### src/rtl/aes_rcon_pkg.sv
// Shared definitions for the AES round-constant generator.
//   - rcon_mode_e  : key-schedule flavour selected by the 2-bit mode input
//   - rcon_state_e : two-state controller encoding (IDLE / RUN)
//   - RCON_POLY    : low byte of the AES field polynomial x^8+x^4+x^3+x+1
//   - rcon_count   : number of constants N emitted per mode
//   - rcon_last_idx: index of the final constant (N-1)
//   - rcon_rev_seed: constant x^(N-1), the first word of a reverse sequence
package aes_rcon_pkg;

  typedef enum logic [1:0] {
    MODE_AES128 = 2'd0,
    MODE_AES192 = 2'd1,
    MODE_AES256 = 2'd2,
    MODE_EXT    = 2'd3
  } rcon_mode_e;

  typedef enum logic {
    ST_IDLE = 1'b0,
    ST_RUN  = 1'b1
  } rcon_state_e;

  localparam logic [7:0] RCON_POLY = 8'h1b;

  function automatic logic [4:0] rcon_count(input rcon_mode_e m);
    logic [4:0] n;
    case (m)
      MODE_AES128: n = 5'd10;
      MODE_AES192: n = 5'd8;
      MODE_AES256: n = 5'd7;
      default:     n = 5'd16;
    endcase
    return n;
  endfunction

  function automatic logic [3:0] rcon_last_idx(input rcon_mode_e m);
    return 4'(rcon_count(m) - 5'd1);
  endfunction

  // Precomputed x^(N-1) so a reverse sequence can start without iterating.
  function automatic logic [7:0] rcon_rev_seed(input rcon_mode_e m);
    logic [7:0] b;
    case (m)
      MODE_AES128: b = 8'h36;
      MODE_AES192: b = 8'h80;
      MODE_AES256: b = 8'h40;
      default:     b = 8'h2f;
    endcase
    return b;
  endfunction

endpackage

### src/rtl/rcon_step.sv
// One step of the round-constant recurrence in GF(2^8).
//   b_in  : current constant x^i
//   dir   : 0 = multiply by x (next constant), 1 = divide by x (previous one)
//   b_out : x^(i+1) when dir=0, x^(i-1) when dir=1
module rcon_step
  import aes_rcon_pkg::*;
(
  input  logic [7:0] b_in,
  input  logic       dir,
  output logic [7:0] b_out
);

  logic [7:0] fwd;
  logic [7:0] rev;

  always_comb begin
    fwd = {b_in[6:0], 1'b0} ^ (b_in[7] ? RCON_POLY : 8'h00);
    // Inverse of xtime: an odd byte must have had the reduction applied,
    // so undo it and restore the shifted-out top bit.
    rev = b_in[0] ? (((b_in ^ RCON_POLY) >> 1) | 8'h80) : (b_in >> 1);
    b_out = dir ? rev : fwd;
  end

endmodule

### src/rtl/rcon_gen.sv
// AES round-constant sequence generator with a valid/ready output stream.
//   clk, rst_n : clock, asynchronous active-low reset
//   start      : begin a sequence (accepted only in IDLE, abort low)
//   mode       : 0=AES-128 (10), 1=AES-192 (8), 2=AES-256 (7), 3=extended (16)
//   dir        : 0 = forward from 0x01, 1 = reverse from the last constant
//   abort      : cancel the running sequence at the next edge, no done
//   out_ready  : downstream accepts the current word
//   out_valid  : out_rcon / out_idx / out_last are valid
//   out_rcon   : constant byte in bits [WORD_W-1:WORD_W-8], zeros elsewhere
//   out_idx    : round index i of the constant x^i
//   out_last   : current word is the final one of the sequence
//   busy       : sequence in progress
//   done       : one-cycle pulse after the final transfer
module rcon_gen
  import aes_rcon_pkg::*;
#(
  parameter int unsigned WORD_W = 32
) (
  input  logic              clk,
  input  logic              rst_n,
  input  logic              start,
  input  logic [1:0]        mode,
  input  logic              dir,
  input  logic              abort,
  input  logic              out_ready,
  output logic              out_valid,
  output logic [WORD_W-1:0] out_rcon,
  output logic [3:0]        out_idx,
  output logic              out_last,
  output logic              busy,
  output logic              done
);

  if (WORD_W < 8) begin : g_bad_width
    $error("rcon_gen: WORD_W must be at least 8");
  end

  rcon_state_e state_q, state_d;
  logic [7:0]  byte_q, byte_d;
  logic [3:0]  idx_q, idx_d;
  logic        last_q, last_d;
  logic        done_q, done_d;
  logic        dir_q, dir_d;
  logic [3:0]  last_idx_q, last_idx_d;

  rcon_mode_e  mode_in;
  logic        accept;
  logic        xfer;
  logic [7:0]  step_out;
  logic [3:0]  idx_nxt;

  rcon_step u_step (
    .b_in  (byte_q),
    .dir   (dir_q),
    .b_out (step_out)
  );

  assign mode_in = rcon_mode_e'(mode);
  assign accept  = (state_q == ST_IDLE) && start && !abort;
  // In RUN the output is always valid, so ready alone marks a transfer.
  assign xfer    = (state_q == ST_RUN) && out_ready && !abort;

  // Next-state logic.
  always_comb begin
    // NOTE: every signal assigned in a combinational block gets a default
    // first; a path that leaves it unassigned would infer a latch.
    state_d = state_q;
    case (state_q)
      ST_IDLE: if (accept) state_d = ST_RUN;
      ST_RUN:  if (abort || (xfer && last_q)) state_d = ST_IDLE;
      default: state_d = ST_IDLE;
    endcase
  end

  // Output / datapath next values; every output comes straight from a flop.
  always_comb begin
    byte_d     = byte_q;
    idx_d      = idx_q;
    last_d     = last_q;
    done_d     = 1'b0;
    dir_d      = dir_q;
    last_idx_d = last_idx_q;
    idx_nxt    = dir_q ? (idx_q - 4'd1) : (idx_q + 4'd1);

    if (abort) begin
      byte_d = 8'h00;
      idx_d  = 4'd0;
      last_d = 1'b0;
    end else if (accept) begin
      dir_d      = dir;
      last_idx_d = rcon_last_idx(mode_in);
      byte_d     = dir ? rcon_rev_seed(mode_in) : 8'h01;
      idx_d      = dir ? rcon_last_idx(mode_in) : 4'd0;
      // A one-word sequence would be last immediately in either direction.
      last_d     = (rcon_last_idx(mode_in) == 4'd0);
    end else if (xfer) begin
      if (last_q) begin
        byte_d = 8'h00;
        idx_d  = 4'd0;
        last_d = 1'b0;
        done_d = 1'b1;
      end else begin
        byte_d = step_out;
        idx_d  = idx_nxt;
        last_d = dir_q ? (idx_nxt == 4'd0) : (idx_nxt == last_idx_q);
      end
    end
  end

  // State register.
  always_ff @(posedge clk or negedge rst_n) begin
    // NOTE: sequential state is updated with non-blocking assignments so all
    // flops sample their inputs from the same pre-edge values.
    if (!rst_n) state_q <= ST_IDLE;
    else        state_q <= state_d;
  end

  // Datapath and output registers.
  always_ff @(posedge clk or negedge rst_n) begin
    if (!rst_n) begin
      byte_q     <= 8'h00;
      idx_q      <= 4'd0;
      last_q     <= 1'b0;
      done_q     <= 1'b0;
      dir_q      <= 1'b0;
      last_idx_q <= 4'd0;
    end else begin
      byte_q     <= byte_d;
      idx_q      <= idx_d;
      last_q     <= last_d;
      done_q     <= done_d;
      dir_q      <= dir_d;
      last_idx_q <= last_idx_d;
    end
  end

  assign out_valid = (state_q == ST_RUN);
  assign busy      = (state_q == ST_RUN);
  assign out_rcon  = WORD_W'(byte_q) << (WORD_W - 8);
  assign out_idx   = idx_q;
  assign out_last  = last_q;
  assign done      = done_q;

endmodule

### config.mk
export PLATFORM = sky130hd
export DESIGN_NAME = rcon_gen
export DESIGN_NICKNAME = d
export VERILOG_FILES = /design/src/rtl/aes_rcon_pkg.sv /design/src/rtl/rcon_step.sv /design/src/rtl/rcon_gen.sv
export SDC_FILE = /design/constraint.sdc
export NUM_CORES = 1
export LEC_CHECK = 0
export BUFFER_PORTS_ARGS = -buffer_cell sky130_fd_sc_hd__buf_2
export CAP_MARGIN = 20
export CORE_UTILIZATION = 46
export DETAILED_ROUTE_END_ITERATION = 10
export PLACE_DENSITY = 0.76
export SLEW_MARGIN = 20
export SYNTH_ARGS = -nofsm -noshare
export SYNTH_HDL_FRONTEND = slang
export SYNTH_HIERARCHICAL = 1
export SYNTH_SLANG_ARGS = --single-unit
### constraint.sdc
create_clock -name clk -period 2.2 [get_ports clk]
set_clock_uncertainty 0.2 [all_clocks]
set_input_delay 0 -clock clk [delete_from_list [all_inputs] [get_ports clk]]
set_output_delay 0 -clock clk [all_outputs]
set_load 0.02 [all_outputs]
======== After elaboration in Yosys (flattened, before gate mapping) ========
Index checks and enable logic that the tools add are counted.
operators by class
  add/sub/neg operators ................... 3
  equality and inequality tests ........... 3
  multiplexer cells ....................... 30
  bitwise gates (word level) .............. 4
  reductions and logical operators ........ 12
operators with widths
  kind                   number
  $mux W8                7
  $mux W4                8
  $pmux W8 S3            1
  $pmux W4 S3            1
  $mux W1                11
  $logic_not A4 Y1       2
  $sub A4 B1 Y4 const B  2
  $xor A8 B8 Y8          1
  $logic_and A1 B1 Y1    5
  $mux W5                1
  $add A4 B1 Y4 const B  1
  $eq A4 B4 Y1           1
  $not A4 Y4             1
  $reduce_bool A3 Y1     1
  $eq A2 B1 Y1 const B   1
  $eq A2 B2 Y1 const B   1
  $logic_not A2 Y1       1
  $not A1 Y1             2
  $pmux W1 S2            1
  $reduce_and A2 Y1      1
  $logic_not A1 Y1       1
  $logic_or A1 B1 Y1     1
word-level totals
  flip-flop bits (word level) ............. 20
  bits of input ports ..................... 8
  output and inout port bits .............. 40
  logic and storage cells ................. 59

======== Depth between registers and ports, before layout ========
Gate-level depths: netlist of run 1.
  depth after elaboration ................. 9
  mapped depth ............................ 6
  gate-level depth less buffers ........... 6

======== Hierarchy ========
Netlist of run 1, hierarchy kept.
modules (own cells, without submodules)
  module     instances  cells each  area each (um^2)  sequential area each (um^2)
  rcon_gen   1          142         1310.0            475.5
  rcon_step  1          20          156.4             0.0

======== Worst setup path before layout of run 1 ========
Ideal clock, no wire load.
  path kind ............................... register -> register
  from .................................... register idx_q[0], in the netlist out_idx[0]
  to ...................................... register last_q, in the netlist out_last
  setup time .............................. 0.126 ns
  arrival time ............................ 1.877 ns
  data required time ...................... 1.874 ns
  path slack .............................. -0.003 ns
  stages on the path, launching flop included .. 7
  path buffers ............................ 0
  period minus slack after synthesis ...... 2.203 ns
  cells stage by stage .................... dfrtp_1 > fa_1 > xnor2_1 > mux2i_1 > a31oi_1 > mux2i_1 > a221o_1
on the way
  word-level cells in the longest chain between the ends .. 8
  elaborated cells on any way between the ends .. 10
  classes of those cells .................. 2 x add/sub; 1 x eq/ne; 6 x mux; 1 x reduce/logical
ends and longest elaborated chain
  item                                                     line             RTL
  start, declared                                          rcon_gen.sv:40   logic [3:0] idx_q, idx_d;
  start signal, assigned                                   rcon_gen.sv:129  idx_q <= idx_d;
  $add A4 B1 Y4 / $sub A4 B1 Y4 (equally long branches)    rcon_gen.sv:83   idx_nxt = dir_q ? (idx_q - 4'd1) : (idx_q + 4'd1);
  $mux W4 *                                                rcon_gen.sv:83
  $eq A4 B4 Y1 / $logic_not A4 Y1 (equally long branches)  rcon_gen.sv:105  last_d = dir_q ? (idx_nxt == 4'd0) : (idx_nxt == last_idx_q);
  $mux W1 *                                                rcon_gen.sv:105
  $mux W1 *                                                rcon_gen.sv:97   if (last_q) begin
  $mux W1 *                                                rcon_gen.sv:96   end else if (xfer) begin
  $mux W1 *                                                rcon_gen.sv:89   end else if (accept) begin
  $mux W1 *                                                rcon_gen.sv:85   if (abort) begin
  end signal, assigned                                     rcon_gen.sv:130  last_q <= last_d;
  end, declared                                            rcon_gen.sv:41   logic last_q, last_d;
Every way passes the cells marked *; elsewhere a longest branch is shown, timed or not. The select of a mux whose other input is x is not followed.
A chain may end at the register's enable or synchronous reset.

======== Worst setup path in the final report of run 1 ========
Ends and elaborated chain as after synthesis.

==> reports/results.ini, run 1 <==
[outcome]
outcome = finished clean

[clock_network]
cts_sinks = 19
clock_latency_ns = 0.31
cts_made_buffers = 3
post_cts_buffers = 0
clockBufferDepth = 2
cts_tree = yes
cts.clk_slew.worst_paths_ns = 0.11
cts-root-buf = clkbuf_4
cts_max_level = 1

[die]
die_y_um = 58.46
die_area_um2 = 3418
die_w_um = 58.46
core_area_um2 = 3028
initial_core_util = 0.4843
num_rows = 20
io_pins = 48

[worst_setup_path]
cp_max_fo = 3
arrival_ns = 2.11
rrSetupSlack_ns = 0.09
crit_type = flip-flop to flip-flop
reg2reg_depth = 6
cp-start-kind = flip-flop
required_ns = 2.21
r2r_end = out_last$_DFFE_PN0P_
worstSetupEndpointType = flip-flop
reg2reg_from = out_idx[0]$_DFFE_PN0P_

[min_path]
hold_end = dir_q$_DFFE_PN0P_
worstHoldPathCells = 5
hold_path_class = input pin to flip-flop
hp-start = start

[pwr]
seqPwrFrac = 0.423
p_leak_uw = 0.0008422
max-vdd-ir-drop_mv = 0.2770
comb_power_share = 0.395
p_int_uw = 629.7
p_switching_uw = 392.3
clkPwrFrac = 0.183
p_per_area_nw_per_um2 = 623.0
p_sw_frac = 0.3839

[route]
drt_pass1_iterations = 4
drc = 0
antenna_left = 0
drt_wl_total_um = 2739
wl_per_cell_um = 11.61
via_count = 1154
via_per_inst = 4.890
drt_iter0_drc = 27

[synthesis]
yosysWarnings = 6
synth-seq-cells = 19
ys_types = 36
netlist_area_um2 = 1466
syn_inst = 162
ys_seq_area_frac = 0.3242
syn_avg_cell_area_um2 = 9.052

[layout]
layout-drive-gt1-share = 0.2083
finalNetCount = 210
area_delta_synth_final_pct = 11.86
finalInstanceArea_um2 = 1640
final_common_cell = conb_1
diodes = 0
fill_cells = 289
seq_area_um2 = 478.0
fin_util = 0.5417
multiInputGateArea_um2 = 829.5
layout_common_cells = conb_1 (24), buf_2 (23), nand2_1 (17), dfrtp_1 (17), xnor2_1 (9)

[global_route]
grt_pass1_wl_um = 4540
grt_start_max_net_pins = 20
grt_pass1_vias = 980
grt.total_usage = 0.1767
antenna_found_initial = 0
overflow = 0

[timing]
setup_viol = 0
rsz0062_at_grt = false
min_period_ns = 2.109
slew_headroom = 0.4134
timing.fmax_ghz = 0.4742
worst_pin_slew_ns = 0.8770
worst_slack_ns = 0.09115
fin_crit_sh = 0.9586
tns_ns = 0
final-hold-violation-count = 0
slew_viol_final = 0

[place]
hpwl_um = 2006
dp_slack_ns = 0.03491
gp_congestion = 0.8423
dpl_cell_area_um2 = 1521
port_buffers = 23

[job]
cap_violations = 0

==> per-layer routing <==
layer / share of wire / vias up / routed length [um] / GRT usage
met4: 0.023 / 0 / 64 / 0.1054
met1: 0.49 / 540 / 1335 / 0.2479
li1: - / 565 / - / -
met3: 0.039 / 5 / 106 / 0.01978
met5: 0 / - / 0 / 0
met2: 0.45 / 44 / 1233 / 0.2627
==> worst max-delay path, stage by stage (launching register included) <==
cell and delay, ns:
dfrtp_2 0.44, fa_1 0.46, xnor2_2 0.17, and3_1 0.19, a31oi_1 0.14, mux2i_1 0.09
a221o_1 0.32
==> metrics by stage <==
| step | total power [uW] | hold slack (ns) | std cells |
|---|---|---|---|
| after floorplan | 764.9 | -0.4956 | 185 |
| after global placement | 812.6 | -0.2347 | 224 |
| after detailed placement | 820.3 | -0.2292 | 224 |
| after CTS | 1021 | 0.08208 | 236 |
| after global routing | 1089 | 0.1223 | 236 |
| final | 1022 | 0.09239 | 236 |
==> sequential cells by signal, summed over array words and instances, names as in the netlist <==
name / cells
busy: 1
byte_q: 8
dir_q: 1
done: 1
last_idx_q: 3
out_idx: 4
out_last: 1
==> power groups by stage <==
stage | sequential, uW | clock, uW | combinational [uW]
floorplan | 464 | 0 | 301
global placement | 436 | 0 | 377
detailed placement | 439 | 0 | 381
CTS | 432 | 195 | 394
global route | 439 | 204 | 446
finish | 432 | 187 | 403
==> what timing repair did <==
action,in CTS,in global routing
resized for setup,0,3
hold buffers,8,0
hold endpoints to repair,31,0
endpoints found under the setup margin,0,2
==> area by class of cell <==
cell class | count | share of cell area
clock buffer | 4 | 0.01602
multi-input combinational | 128 | 0.5057
inverter | 6 | 0.01602
sequential | 19 | 0.2914
tap | 44 | 0.03356
timing repair buffer | 35 | 0.1373
==> worst max-delay path by stage <==
stage                                start                    to  slack (ns)  depth (start not counted)
floorplan           out_idx[0]$_DFFE_PN0P_  out_last$_DFFE_PN0P_        0.05                          6
global placement    out_idx[0]$_DFFE_PN0P_  out_last$_DFFE_PN0P_         0.1                          6
detailed placement       dir_q$_DFFE_PN0P_  out_last$_DFFE_PN0P_        0.03                          6
CTS                      dir_q$_DFFE_PN0P_  out_last$_DFFE_PN0P_        0.02                          6
global route        out_idx[0]$_DFFE_PN0P_  out_last$_DFFE_PN0P_        0.01                          6
finish              out_idx[0]$_DFFE_PN0P_  out_last$_DFFE_PN0P_        0.09                          6
==> logic make-up after synthesis <==
kind of cell             after synthesis  share of synthesized area
other                                  1                   0.002557
AO/OA/AOI/OAI                         38                     0.1681
adder cells (fa/ha/maj)                9                    0.08191
XOR/XNOR                              10                    0.05972
flip-flops                            19                     0.3242
buffers and inverters                 38                     0.1741
AND/OR/NAND/NOR                       40                     0.1365
multiplexers                           7                    0.05290
==> Yosys cell counts (all sizes together) <==
cell type   n  share of area
buf        30           0.15
dfrtp      19           0.32
nand2      17          0.044
o21ai      14          0.048
xnor2      10          0.060
ha          8          0.068
a31oi       7          0.030
a21oi       6          0.028
a22o        5          0.030
inv         5          0.013
nor2        5          0.013
a21o        4          0.020
and3        4          0.017
mux2i       4          0.027
nor3        4          0.014
mux2        3          0.026
clkbuf      2          0.012
nand2b      2         0.0085
nor3b       2          0.014
or2         2         0.0085
a221o       1         0.0068
a22oi       1         0.0051
clkinv      1         0.0026
conb        1         0.0026
fa          1          0.014
nand3       1         0.0034
nand3b      1         0.0051
nor2b       1         0.0043
or3b        1         0.0060
No activity file was read; power rests on OpenSTA's default activity.
==> run 2: changes to the inputs <==
CORE_UTILIZATION = 54   (was 46)
HOLD_SLACK_MARGIN = 0.12   (was unset)
PLACE_DENSITY = 0.83   (was 0.76)
clock period = 2.5 ns   (was 2.2 ns; I/O delays follow)
==> reports/results.ini, run 2 (same netlist as run 1, synthesis figures left out) <==
[layout]
area_delta_synth_final_pct = 11.35
layout-drive-gt1-share = 0.1856  ; -0.02277
seq_area_um2 = 475.5  ; -0.52%
top_register = byte_q
largest_register_ffs = 8  ; unchanged
multiInputGateArea_um2 = 822.0  ; -0.91%
diodes = 0  ; unchanged
layout_common_cells = conb_1 (24), buf_2 (23), dfrtp_1 (19)
finalNetCount = 212  ; +0.95%
fill_cells = 197  ; -32%
final_common_cell = conb_1

[die]
num_rows = 18  ; -10%
io_pins = 48  ; unchanged
core_area_um2 = 2522  ; -17%
die_area_um2 = 2928  ; -14%
die_y_um = 54.11  ; -7.4%
initial_core_util = 0.5813  ; +0.09705
die_w_um = 54.11  ; -7.4%

[worst_setup_path]
cpPeakStageDelay_ns = 0.50  ; +0.04 ns
r2r_end = out_last$_DFFE_PN0P_
reg2reg_depth = 6  ; unchanged
critPathSlowestCell = dfrtp_1
reg2reg_from = out_idx[0]$_DFFE_PN0P_
startpoint = out_idx[0]$_DFFE_PN0P_
cp-start-kind = flip-flop
crit_chain = fa_1, xnor2_1, mux2i_1, a31oi_1, mux2i_1, a221o_1
rrSetupSlack_ns = 0.22  ; +0.13 ns
arrival_ns = 2.29  ; +0.18 ns
crit_top_cell = mux2i_1
cp_max_fo = 7  ; +4
cp-endpoint = out_last$_DFFE_PN0P_
worstSetupEndpointType = flip-flop
required_ns = 2.52  ; +0.31 ns
crit_type = flip-flop to flip-flop

[global_route]
grt_pass1_wl_um = 4774  ; +5.2%
overflow = 0  ; unchanged
antenna_found_initial = 0  ; unchanged
grt.total_usage = 0.2327  ; +0.05599
grt_pass1_vias = 1026  ; +4.7%
grt_start_max_net_pins = 20  ; unchanged

[outcome]
outcome = finished clean

[place]
hpwl_um = 2102  ; +4.8%
gp_congestion = 0.8956  ; +6.3%
port_buffers = 23  ; unchanged

[timing]
hold_slack_ns = 0.2737  ; +0.1813 ns
slew_headroom = 0.3872  ; -0.02623
fin_crit_sh = 0.9101  ; -0.04850
tns_ns = 0  ; unchanged
worst_pin_slew_ns = 0.9162  ; +0.03922 ns
final-hold-violation-count = 0  ; unchanged
slew_viol_final = 0  ; unchanged
rsz0062_at_grt = false
timing.fmax_ghz = 0.4395  ; -7.3%
min_period_ns = 2.275  ; +0.1663 ns
setup_viol = 0  ; unchanged

[route]
via_count = 1200  ; +4.0%
wl_per_cell_um = 13.69  ; +18%
drt_iter0_drc = 25  ; -7.4%
drt_wl_total_um = 3066  ; +12%
via_per_inst = 5.357  ; +9.6%
drt_pass1_iterations = 5  ; +1
antenna_left = 0  ; unchanged
drc = 0  ; unchanged

[clock_network]
cts_max_level = 1  ; unchanged
cts-root-buf = clkbuf_4
cts.clk_slew.worst_paths_ns = 0.12  ; about the same
cts_resized = 0  ; unchanged
cts_made_buffers = 3  ; unchanged
clockBufferDepth = 2  ; unchanged
cts_sinks = 19  ; unchanged
cts_tree = yes
clock_latency_ns = 0.32  ; about the same

[pwr]
p_per_area_nw_per_um2 = 554.8  ; -11%
power_uw = 905.9  ; -11%
max-vdd-ir-drop_mv = 0.4342  ; +57%
p_leak_uw = 0.0008501  ; +0.94%

[min_path]
hold_path_class = input pin to flip-flop
worstHoldPathCells = 4  ; -1

[job]
cap_violations = 0  ; unchanged

[run 2: layout make-up]
cell class	count	share of cell area
Multi-Input combinational cell	128	0.5034
Sequential cell	19	0.2912
Timing Repair Buffer	37	0.1517
Tap cell	30	0.02299
Clock buffer	3	0.01379
Inverter	6	0.01379
Clock inverter	1	0.003065
[run 2: metrics by stage]
step	utilization	area [um^2]	std cells	setup slack, ns
detailed placement	0.5928	1495	209	0.2402
global placement	0.5928	1495	209	0.3340
finish	0.6473	1633	224	0.2248
CTS	0.6473	1633	224	0.2358
floorplan	-	1553	185	0.2966
global route	0.6473	1633	224	0.1061
[run 2: power breakdown]
part           total [uW]  internal, uW  leakage [uW]  switching [uW]
combinational         352           146      0.000580             206
clock                 171          60.1     0.0000177             111
sequential            383           339      0.000252            43.9
[run 2: worst max-delay path: cells and delay by family, from the launching register on]
| kind | cells | cell delay (ns) |
|---|---|---|
| AO/OA/AOI/OAI | 2 | 0.49 |
| adder cells (fa/ha/maj) | 1 | 0.47 |
| XOR/XNOR | 1 | 0.29 |
| multiplexers | 2 | 0.23 |
| flip-flops | 1 | 0.50 |
[run 2: worst min path at each step]
| stage | slack [ns] | end | from |
|---|---|---|---|
| after detailed placement | -0.23 | byte_q[1]$_DFFE_PN0P_ | rst_n |
| after global placement | -0.24 | byte_q[1]$_DFFE_PN0P_ | rst_n |
| after global routing | 0.30 | done$_DFF_PN0_ | out_ready |
| final | 0.27 | done$_DFF_PN0_ | out_ready |
| after floorplan | -0.50 | busy$_DFF_PN0_ | rst_n |
| after CTS | 0.25 | done$_DFF_PN0_ | abort |
[run 2: timing repair]
| item | in CTS | in global routing |
|---|---|---|
| hold buffers | 11 | 0 |
| endpoints found under the hold margin | 38 | 0 |
| buffers inserted | 0 | 0 |
[run 2: layer usage]
layer  vias to the layer above  GRT usage  routed length [um]
met3                         5    0.01695                 183
li1                        570          -                   -
met4                         0     0.1154                  67
met5                         -          0                   0
met1                       563     0.2825                1304
met2                        62     0.4095                1510
